[config.mk]
export PLATFORM = sky130hd
export DESIGN_NAME = load_store_unit
export DESIGN_NICKNAME = d
export VERILOG_FILES = /design/src/rtl/lsu_pkg.sv /design/src/rtl/load_extend.sv /design/src/rtl/load_store_unit.sv
export SDC_FILE = /design/constraint.sdc
export NUM_CORES = 1
export LEC_CHECK = 0
export CORE_MARGIN = 2
export CORE_UTILIZATION = 30
export DETAILED_ROUTE_END_ITERATION = 16
export GPL_TIMING_DRIVEN = 0
export PLACE_DENSITY = 0.57
export REMOVE_ABC_BUFFERS = 1
export SLEW_MARGIN = 20
export SYNTH_ARGS = -nofsm -noshare
export SYNTH_HDL_FRONTEND = slang
export SYNTH_HIERARCHICAL = 1
export SYNTH_SLANG_ARGS = --single-unit
[constraint.sdc]
create_clock -name clk -period 2.85 [get_ports clk]
set_input_delay 0.285 -clock clk [delete_from_list [all_inputs] [get_ports clk]]
set_output_delay 0.285 -clock clk [all_outputs]
set_load 0.005 [all_outputs]
[src/rtl/lsu_pkg.sv]
// lsu_pkg: shared types and constants for the MEM-stage load/store unit.
// Holds the FSM state enum, the funct3 access-size codes and the legality check.
// Contents: state_t, F3_* codes, access_legal().
package lsu_pkg;

    typedef enum logic [1:0] {
        IDLE = 2'd0,
        WAIT = 2'd1,
        DONE = 2'd2
    } state_t;

    localparam logic [2:0] F3_B  = 3'b000;
    localparam logic [2:0] F3_H  = 3'b001;
    localparam logic [2:0] F3_W  = 3'b010;
    localparam logic [2:0] F3_BU = 3'b100;
    localparam logic [2:0] F3_HU = 3'b101;

    // An access is legal when funct3 is a known size and the address is
    // naturally aligned for that size.
    function automatic logic access_legal(input logic [2:0] f3, input logic [1:0] addr_lo);
        logic ok;
        ok = 1'b0;
        case (f3)
            F3_B, F3_BU: ok = 1'b1;
            F3_H, F3_HU: ok = (addr_lo[0] == 1'b0);
            F3_W:        ok = (addr_lo == 2'b00);
            default:     ok = 1'b0;
        endcase
        return ok;
    endfunction

endpackage

[src/rtl/load_extend.sv]
// load_extend: selects the addressed byte/half lane of a read word and sign/zero-extends it.
// Latency: purely combinational. Backpressure: none.
// Ports: dm_rdata (read word), addr_lo (byte offset), funct3 (size/sign), ext_data (result).
module load_extend
    import lsu_pkg::*;
#(
    parameter int DATA_W = 32
) (
    input  logic [DATA_W-1:0] dm_rdata,
    input  logic [1:0]        addr_lo,
    input  logic [2:0]        funct3,
    output logic [DATA_W-1:0] ext_data
);

    // Shift the addressed lane down to bit 0 so every size extracts from [7:0]/[15:0].
    logic [DATA_W-1:0] w_shifted;
    assign w_shifted = dm_rdata >> {addr_lo, 3'b000};

    always_comb begin
        ext_data = w_shifted;
        case (funct3)
            F3_B:    ext_data = {{(DATA_W-8){w_shifted[7]}}, w_shifted[7:0]};
            F3_BU:   ext_data = {{(DATA_W-8){1'b0}}, w_shifted[7:0]};
            F3_H:    ext_data = {{(DATA_W-16){w_shifted[15]}}, w_shifted[15:0]};
            F3_HU:   ext_data = {{(DATA_W-16){1'b0}}, w_shifted[15:0]};
            default: ext_data = dm_rdata;
        endcase
    end

endmodule

[src/rtl/load_store_unit.sv]
// load_store_unit: MEM-stage engine turning load/store control into word-aligned memory requests.
// Latency: request cycle + >=1 WAIT cycle until dm_ack, result/rd_valid in the following DONE cycle.
// Backpressure: stall held combinationally from the request cycle until dm_ack; misaligned ops never stall.
// Ports: pipeline side (mem_read/mem_write/funct3/addr/wr_data -> stall/rd_data/rd_valid/misalign),
//        memory side (dm_req/dm_we/dm_addr/dm_be/dm_wdata -> dm_ack/dm_rdata).
module load_store_unit
    import lsu_pkg::*;
#(
    parameter int DATA_W = 32,
    parameter int ADDR_W = 9
) (
    input  logic                clk,
    input  logic                reset,
    input  logic                mem_read,
    input  logic                mem_write,
    input  logic [2:0]          funct3,
    input  logic [ADDR_W-1:0]   addr,
    input  logic [DATA_W-1:0]   wr_data,
    output logic                stall,
    output logic [DATA_W-1:0]   rd_data,
    output logic                rd_valid,
    output logic                misalign,
    output logic                dm_req,
    output logic                dm_we,
    output logic [ADDR_W-3:0]   dm_addr,
    output logic [DATA_W/8-1:0] dm_be,
    output logic [DATA_W-1:0]   dm_wdata,
    input  logic                dm_ack,
    input  logic [DATA_W-1:0]   dm_rdata
);

    localparam int BE_W = DATA_W / 8;

    state_t            r_state;
    logic              r_is_load;
    logic [1:0]        r_addr_lo;
    logic [2:0]        r_funct3;

    logic              w_req;
    logic              w_legal;
    logic [BE_W-1:0]   w_be;
    logic [DATA_W-1:0] w_wdata;
    logic [DATA_W-1:0] w_ext;

    assign w_req   = mem_read | mem_write;
    assign w_legal = access_legal(funct3, addr[1:0]);
    assign stall   = ((r_state == IDLE) && w_req && w_legal) || (r_state == WAIT);

    // Size is encoded in funct3[1:0]; the sign bit funct3[2] does not matter for stores.
    always_comb begin
        w_be    = {BE_W{1'b1}};
        w_wdata = wr_data;
        case (funct3[1:0])
            2'b00: begin
                w_be    = BE_W'(1) << addr[1:0];
                w_wdata = {(DATA_W/8){wr_data[7:0]}};
            end
            2'b01: begin
                w_be    = addr[1] ? 4'b1100 : 4'b0011;
                w_wdata = {(DATA_W/16){wr_data[15:0]}};
            end
            default: begin
                w_be    = {BE_W{1'b1}};
                w_wdata = wr_data;
            end
        endcase
    end

    // Extraction uses the latched offset/size so it does not depend on the pipeline holding addr.
    load_extend #(.DATA_W(DATA_W)) u_load_extend (
        .dm_rdata (dm_rdata),
        .addr_lo  (r_addr_lo),
        .funct3   (r_funct3),
        .ext_data (w_ext)
    );

    always_ff @(posedge clk) begin
        if (reset) begin
            r_state   <= IDLE;
            r_is_load <= 1'b0;
            r_addr_lo <= '0;
            r_funct3  <= '0;
            dm_req    <= 1'b0;
            dm_we     <= 1'b0;
            dm_addr   <= '0;
            dm_be     <= '0;
            dm_wdata  <= '0;
            rd_data   <= '0;
            rd_valid  <= 1'b0;
            misalign  <= 1'b0;
        end else begin
            rd_valid <= 1'b0;
            misalign <= 1'b0;
            case (r_state)
                IDLE: begin
                    if (w_req && w_legal) begin
                        // A simultaneous read+write is a store.
                        r_is_load <= ~mem_write;
                        r_addr_lo <= addr[1:0];
                        r_funct3  <= funct3;
                        dm_req    <= 1'b1;
                        dm_we     <= mem_write;
                        dm_addr   <= addr[ADDR_W-1:2];
                        dm_be     <= w_be;
                        dm_wdata  <= w_wdata;
                        r_state   <= WAIT;
                    end else if (w_req) begin
                        misalign <= 1'b1;
                    end
                end
                WAIT: begin
                    if (dm_ack) begin
                        dm_req <= 1'b0;
                        if (r_is_load) begin
                            rd_data  <= w_ext;
                            rd_valid <= 1'b1;
                        end
                        r_state <= DONE;
                    end
                end
                // The MEM instruction advances here; any request still visible belongs to it.
                DONE:    r_state <= IDLE;
                default: r_state <= IDLE;
            endcase
        end
    end

endmodule

Word-level counts from Yosys, hierarchy flattened
Cells that the tools add are included.
{"block": "word_totals", "reg_bits": 87, "output_inout_bits": 80, "word_cells": 62}
{"block": "op_classes", "eq_ne": 11, "shift": 2, "mux": 13, "bitwise_logic": 6, "n_reduce_logical": 18}
{"cell": "32-bit one-hot mux with 4 select lines", "count": 1}
{"cell": "32-bit one-hot mux with 2 select lines", "count": 1}
{"cell": "32-bit by 5-bit >> shifter with 16-bit output", "count": 1}
{"cell": "3-bit == test (second input constant)", "count": 4}
{"cell": "4-bit one-hot mux with 2 select lines", "count": 1}
{"cell": "3-bit by 1-bit == test with 1-bit output (second input constant)", "count": 2}
{"cell": "2-bit logical NOT", "count": 3}
{"cell": "3-bit logical NOT", "count": 2}
{"cell": "3-bit AND reduction", "count": 2}
{"cell": "3-bit OR reduction", "count": 2}
{"cell": "1-bit inverter", "count": 5}
{"cell": "2-bit by 1-bit == test with 1-bit output (second input constant)", "count": 2}
{"cell": "1-bit two-way mux", "count": 4}
{"cell": "2-bit two-way mux", "count": 2}
{"cell": "4-bit two-way mux", "count": 1}
{"cell": "2-bit one-hot mux with 2 select lines", "count": 1}
{"cell": "2-bit AND reduction", "count": 2}
{"cell": "2-bit OR reduction", "count": 2}
{"cell": "1-bit by 2-bit left shift with 4-bit output (first input constant)", "count": 1}
{"cell": "3-bit by 2-bit == test with 1-bit output (second input constant)", "count": 1}
{"cell": "1-bit logical AND", "count": 3}
{"cell": "1-bit one-hot mux with 3 select lines", "count": 1}
{"cell": "2-bit by 1-bit != test with 1-bit output (second input constant)", "count": 1}
{"cell": "2-bit != test (second input constant)", "count": 1}
{"cell": "4 further kinds", "count": 4}

Longest topological paths before layout
Gate-level depths: netlist of run 1.
{"block": "depth", "word_depth": 6, "ltp_mapped": 7}

Hierarchy
Netlist of run 1, hierarchy kept.
{"mod": "load_store_unit", "instances": 1, "cells_each": 411, "area_each_um2": 3358.2, "seq_area_each_um2": 1741.7}
{"mod": "load_extend", "instances": 1, "cells_each": 111, "area_each_um2": 715.7, "seq_area_each_um2": 0.0}

Worst setup path before layout of run 1
No wires, ideal clock.
{"block": "synth_path", "path_kind": "register -> register", "start": "register r_addr_lo[0]", "end": "register rd_data[20]", "arrival_time_ns": 1.529, "required_ns": 2.718, "setup_slack_ns": 1.189, "path_stages_with_launch": 8, "n_path_buf": 2, "synth_period_minus_slack_ns": 1.661, "path_cell_list": "dfxtp_1 > buf_6 > mux4_2 > o211ai_4 > buf_6 > o21ai_0 > nand2_1 > a21oi_1"}
{"block": "synth_between", "elab_chain_cells": 2}
{"element": "start: declaration", "line_no": "load_store_unit.sv:36", "rtl": "logic [1:0] r_addr_lo;"}
{"element": "start signal: assignment", "line_no": "load_store_unit.sv:99", "rtl": "r_addr_lo <= addr[1:0];"}
{"element": "32-bit by 5-bit >> shifter with 16-bit output", "line_no": "load_extend.sv:17", "rtl": "assign w_shifted = dm_rdata >> {addr_lo, 3'b000};"}
{"element": "32-bit one-hot mux with 4 select lines", "line_no": "load_extend.sv:21", "rtl": "case (funct3)"}
{"element": "via w_ext[20]", "line_no": "load_store_unit.sv:43", "rtl": "logic [DATA_W-1:0] w_ext;"}
{"element": "end signal: assignment", "line_no": "load_store_unit.sv:115", "rtl": "rd_data <= w_ext;"}
{"element": "end: declaration", "line_no": "load_store_unit.sv:20", "rtl": "output logic [DATA_W-1:0] rd_data,"}
The timed path passes the listed nets, and every way through them passes these cells.
A chain may end at the register's enable or synchronous reset.

Final worst setup path of run 1
{"block": "layout_path", "start": "input port addr[0]", "end": "output port stall"}
{"block": "layout_between", "elab_chain_cells": 4, "word_cells_on_any_way": 5, "classes_between": "1 x mux; 1 x bitwise; 3 x reduce/logical"}
{"element": "start: declaration", "line_no": "load_store_unit.sv:17", "rtl": "input logic [ADDR_W-1:0] addr,"}
{"element": "2-bit logical NOT or 1-bit inverter (tied branches)", "line_no": "lsu_pkg.sv:26, lsu_pkg.sv:25"}
{"element": "1-bit one-hot mux with 3 select lines *", "line_no": "lsu_pkg.sv:23", "rtl": "case (f3)"}
{"element": "1-bit logical AND *", "line_no": "load_store_unit.sv:47", "rtl": "assign stall = ((r_state == IDLE) && w_req && w_legal) || (r_state == WAIT);"}
{"element": "1-bit logical OR *", "line_no": "load_store_unit.sv:47"}
{"element": "end: declaration", "line_no": "load_store_unit.sv:19", "rtl": "output logic stall,"}
Mark *: on every way between the ends. The rest lies on a longest branch, timed or not.

==> results.sh, run 1 <==
export IMPL_grt_setup_unrepaired="no"
export IMPL_min_to="dm_req"
export IMPL_place_congestion=0.814
export IMPL_synth_area_top_cells="dfxtp_1, nand2_1, a21oi_1"
export IMPL_whs_ns=0.376
export IMPL_syn_area_per_cell_um2=7.80
export IMPL_final_cell_mix="nand2_1, clkdlybuf4s50_1, dfxtp_1, a21oi_1, o21ai_0"
export IMPL_grt_max_degree=66
export IMPL_antenna_found_initial=0
export IMPL_ys_seq_area_share_pct=42.8
export IMPL_area_delta_synth_final_pct=50.3
export IMPL_fp_dieArea_um2=14500
export IMPL_cpMostUsedCell="clkdlybuf4s50_1"
export IMPL_post_cts_buffers=0
export IMPL_yosysTopAreaCell="dfxtp_1"
export IMPL_ant_nets=0
export IMPL_ioPinCount=161
export IMPL_slew_headroom_pct=51.3
export IMPL_grt_busiest_layer="met2"
export IMPL_tritoncts="built"
export IMPL_r2r_end="rd_data[28]"
export IMPL_synth_cell_types=45
export IMPL_worstPathCellList="clkdlybuf4s50_1, a21oi_1, o221a_4, or2_2, clkdlybuf4s50_1"
export IMPL_leakage_nw=2.10
export IMPL_synth_ff_type="dfxtp_1"
export IMPL_drc=0
export IMPL_wl_per_cell_um=15.3
export IMPL_holdBufCountCts=0
export IMPL_drt_pass1_iterations=4
export IMPL_start_kind="primary input"
export IMPL_register_area_um2=1740
export IMPL_reg2reg_slack_ns=0.41
export IMPL_die_w_um=121
export IMPL_final_max_slew_viol_count=0
export IMPL_worst_path_max_fanout=8
export IMPL_max_cap_viol_count=0
export IMPL_placementRows=42
export IMPL_grt_pass1_wl_um=20200
export IMPL_fin_crit_ns=2.55
export IMPL_ys_warnings_count=6
export IMPL_grt_use_total_pct=17.7
export IMPL_p_per_area_nw_per_um2=539
export IMPL_core_area_um2=13200
export IMPL_drive_gt1_share_pct=5.92
export IMPL_grt_util_met1_pct=21.4
export IMPL_synth_area_um2=4070
export IMPL_period_share_pct=89.5
export IMPL_root_buffer="clkbuf_16"
export IMPL_cp_required_ns=2.57
export IMPL_multi_input_area_um2=2120
export IMPL_first_iter_violations=152
export IMPL_htreeDepth=3
export IMPL_grt_pass1_vias=4044
export IMPL_via_count=4143
export IMPL_hpwl_um=8810
export IMPL_fillers=1336
export IMPL_cts_resized=6
export IMPL_cp_end_kind="output pin"
export IMPL_power_mw=3.30
export IMPL_hp_start="reset"
export IMPL_synth_async_reset_ratio_pct=0
export IMPL_grtUsageMet3_pct=7.59
export IMPL_slowest_stage="clkdlybuf4s50_1"
export IMPL_crit_path_max_incr_delay_ns=0.65
export IMPL_clock_latency_ns=0.34
export IMPL_peakVddDrop_mv=0.242
export IMPL_initial_core_util_pct=30.8
export IMPL_hold_viol_final=0
export IMPL_clockBufferDepth=2
export IMPL_arrival_ns=2.27
export IMPL_port_buffers=160
export IMPL_ys_ff_latch=87
export IMPL_die_h_um=121
export IMPL_groute_layer_met2_usage_pct=27.5
export IMPL_path_clk_slew_ns=0.06
export IMPL_fin_nets=735
export IMPL_synth_top_area_share_pct=42.8
export IMPL_timing_fmax_mhz=392
export IMPL_layout_commonest_cell="nand2_1"
export IMPL_worstReg2RegStart="r_addr_lo[1]"
export IMPL_overflow=0
export IMPL_r2r_cells=6
export IMPL_cts_buffers=9
export IMPL_cts_sinks=87
export IMPL_viasPerCell=4.96
export IMPL_skew_ns=0.00600
export IMPL_setup_viol=0
export IMPL_worstMarginPinSlew_ns=0.727
export IMPL_path_class="primary input to output pin"
export IMPL_status="completed"
export IMPL_hold_path_class="primary input to flop"
export IMPL_num_antenna_cells=0
export IMPL_synth_edf_count=0
export IMPL_synth_cells=522
export IMPL_routed_wl_um=12800
export IMPL_hold_path_depth=2
per-stage QoR:
stage               setup slack, ns  cells  TNS (ns)  area (um2)  utilization (%)
floorplan                     0.310    479         0        3850                -
global placement              -2.10    815   -103.81        5670             42.8
detailed placement           -0.401    818     -4.33        5770             43.6
CTS                           0.211    834         0        6110             46.2
global route                  0.173    835         0        6120             46.2
finish                        0.299    835         0        6120             46.2
how the worst max path moves through the flow:
stage,start,end,depth (start not counted)
after detailed placement,funct3[0],stall,5
final,addr[0],stall,5
after floorplan,funct3[2],stall,3
after CTS,r_addr_lo[1],rd_data[26],5
after global routing,funct3[0],stall,5
after global placement,funct3[1],stall,5
routing by layer:
layer  routed length (um)  vias to the layer above  share of wire, %
li1                     -                     2074                 -
met4                  244                        0               1.9
met3                 1300                       20                10
met2                 5530                      157                43
met1                 5720                     1892                45
met5                    0                        -                 0
where the power goes:
part	internal (mW)	leakage, nW	switching (mW)
sequential	1.28	0.710	0.0513
combinational	0.331	1.23	0.286
clock	0.856	0.166	0.496
total	2.47	2.10	0.834
synth_stat cells, drive strengths merged, types with 2 or more instances:
cell type and number:
o211ai 9, a22o 2, a2bb2oi 2, o31ai 7, mux2i 21, a211oi 11
nor2b 3, mux2 5, a311oi 10, a22oi 4, inv 5, nand2b 2
a21oi 66, a221oi 5, o221a 2, clkbuf 22, nor2 25, nor4 2
nand2 165, o21ai 32, buf 21, dfxtp 87
layout make-up:
class | instances | share of cell area, %
repair buffers | 164 | 27.5
well taps | 176 | 3.60
clock inverters | 6 | 1.78
inverters | 6 | 0.368
clock buffers | 10 | 3.74
multi-input cells | 386 | 34.6
flip-flops and latches | 87 | 28.5
worst max-delay path, delay by kind of cell:
kind / cells / cell delay [ns]
buffers and inverters: 2 / 1.09
AOI/OAI and AO/OA: 2 / 0.57
and+or+nand+nor: 1 / 0.31
sequential cells by signal, summed over array words and instances (netlist names), 2 cells and up:
register / count
dm_addr: 7
dm_be: 4
dm_wdata: 32
r_addr_lo: 2
r_funct3: 3
r_state: 2
rd_data: 32
cell families (layout without fill, tap and decap cells):
family,Yosys count,after routing,share of synthesized area (%)
buf+inv,49,186,6.11
compound gates,155,155,24.0
flops,87,87,42.8
simple gates,204,204,20.0
mux,27,27,7.09
(Power assumes the default switching activity.)
==> run 2, diff against run 1 <==
- RECOVER_POWER: not set -> 100
==> run 2 against run 1 <==
Clock-buffer cell count unchanged. Clock power about the same. Global-route usage is the same. Setup slack got worse by 0.056 ns. Register-to-register slack barely moved.
==> results.sh, run 2 (synthesis gave the netlist of run 1 again) <==
export IMPL_status="completed"
export IMPL_largestRegisters="dm_wdata: 32 flops, rd_data: 32 flops, dm_addr: 7 flops"
export IMPL_p_seq_share_pct=40.7
export IMPL_met2RoutedLength_um=5630
export IMPL_area_delta_synth_final_pct=49.1
export IMPL_slew_headroom_pct=3.38
export IMPL_antenna_found_initial=0
export IMPL_root_buffer="clkbuf_16"
export IMPL_final_max_slew_viol_count=0
export IMPL_place_area_um2=5770
export IMPL_hp_start="reset"
export IMPL_die_h_um=121
export IMPL_place_congestion=0.814
export IMPL_layout_commonest_cell="nand2_1"
export IMPL_placementRows=42
export IMPL_routed_wl_um=12800
export IMPL_final_cells=835
export IMPL_htreeDepth=3
export IMPL_p_clk_share_pct=41.4
export IMPL_drc=0
export IMPL_setup_viol=0
export IMPL_core_area_um2=13200
export IMPL_wl_per_cell_um=15.4
export IMPL_skew_ns=0.00612
export IMPL_fp_dieArea_um2=14500
export IMPL_clockBufferDepth=2
export IMPL_ioPinCount=161
export IMPL_worstMarginPinSlew_ns=1.45
export IMPL_multi_input_area_um2=2090
export IMPL_port_buffers=160
export IMPL_arrival_ns=2.32
export IMPL_hpwl_um=8810
export IMPL_grt_use_total_pct=17.7
export IMPL_die_w_um=121
export IMPL_initial_core_util_pct=30.8
export IMPL_grt_setup_unrepaired="no"
export IMPL_via_count=4152
export IMPL_cts_buffers=9
export IMPL_crit_path_max_incr_delay_ns=0.65
export IMPL_post_cts_buffers=0
export IMPL_max_cap_viol_count=0
export IMPL_peakVddDrop_mv=0.239
export IMPL_register_area_um2=1740
export IMPL_overflow=0
export IMPL_fin_area_um2=6070
export IMPL_dpl_cell_count=818
export IMPL_viasPerCell=4.97
export IMPL_grt_max_degree=66
export IMPL_dp_slack_ns=-0.401
export IMPL_tritoncts="built"
export IMPL_worstReg2RegStart="r_addr_lo[0]"
export IMPL_p_comb_share_pct=17.8
export IMPL_drive_gt1_share_pct=5.61
export IMPL_worstPathCellList="clkdlybuf4s50_1, a21oi_1, o221a_4, or2_2, dlygate4sd3_1"
export IMPL_worst_path_max_fanout=8
export IMPL_sw_frac_of_total_pct=25.3
export IMPL_drt_pass1_iterations=4
export IMPL_wl_met3_um=1320
export IMPL_internal_power_mw=2.44
export IMPL_timing_fmax_mhz=384
export IMPL_routed_top_layer="met4"
export IMPL_fin_crit_ns=2.61
export IMPL_ant_nets=0
export IMPL_p_sw_mw=0.826
export IMPL_start_kind="primary input"
export IMPL_power_mw=3.26
export IMPL_holdBufCountCts=0
export IMPL_cp_end_kind="output pin"
export IMPL_met1_length_um=5660
export IMPL_hold_viol_final=0
export IMPL_hold_path_class="primary input to flop"
export IMPL_cts_sinks=87
export IMPL_setup_ws_ns=0.243
export IMPL_fillers=1342
export IMPL_whs_ns=0.378
export IMPL_slowest_stage="clkdlybuf4s50_1"
export IMPL_crit_path_start="addr[0]"
export IMPL_cts_resized=6
export IMPL_grt_pass1_wl_um=20200
export IMPL_grt_pass1_vias=4044
export IMPL_clock_latency_ns=0.34
export IMPL_path_clk_slew_ns=0.06
export IMPL_cp_required_ns=2.57
export IMPL_path_class="primary input to output pin"
export IMPL_leakage_nw=2.34
export IMPL_p_per_area_nw_per_um2=537
export IMPL_setup_tns_ns=0
export IMPL_fin_nets=735
export IMPL_period_share_pct=91.5
export IMPL_first_iter_violations=177
export IMPL_final_cell_mix="nand2_1, dfxtp_1, dlygate4sd3_1, clkdlybuf4s50_1, a21oi_1"
export IMPL_num_antenna_cells=0
export IMPL_post_route_util_pct=45.9
[run 2: cell types whose count changed in the layout (fill, tap and decap cells not counted), sizes merged]
cell           previous run  this run
clkdlybuf4s50           157        77
dlygate4sd3               0        80
buf                       5         4
clkbuf                   10        11
[run 2: power by group through the flow]
stage,logic (mW),registers [mW],clock network (mW)
after floorplan,0.244,1.36,0
after global placement,0.599,1.36,0
after detailed placement,0.619,1.36,0
after CTS,0.622,1.33,1.39
after global routing,0.642,1.34,1.43
final,0.582,1.33,1.35
[run 2: layout make-up]
| cell class | instances | area share, % |
|---|---|---|
| multi-input combinational | 386 | 34.3 |
| sequential | 87 | 28.7 |
| timing repair buffer | 164 | 27.4 |
| clock buffer | 10 | 3.77 |
| tap | 176 | 3.63 |
| clock inverter | 6 | 1.79 |
| inverter | 6 | 0.371 |
[run 2: final timing paths]
path / endpoint / slack, ns / depth (start not counted)
setup / recovery: stall / 0.24 / 5
hold / removal: dm_req / 0.38 / 2
setup reg to reg: rd_data[26] / 0.41 / 5
hold reg to reg: dm_addr[1] / 0.45 / 2
[run 2: layer usage]
layer,GRT usage (%),vias to the layer above
li1,-,2080
met1,21.4,1906
met2,27.5,148
met3,7.59,18
met4,7.19,0
met5,0,-
[run 2: worst max-delay path, delay by kind of cell]
family	cells	cell delay [ns]
and+or+nand+nor	1	0.30
AOI/OAI and AO/OA	2	0.51
buffers and inverters	2	1.22
==> run 3, diff against run 2 <==
- CTS_CLUSTER_SIZE: not set -> 40
==> results of run 3 <==
No change in the layout: final DEF, timing and power equal those of run 2.
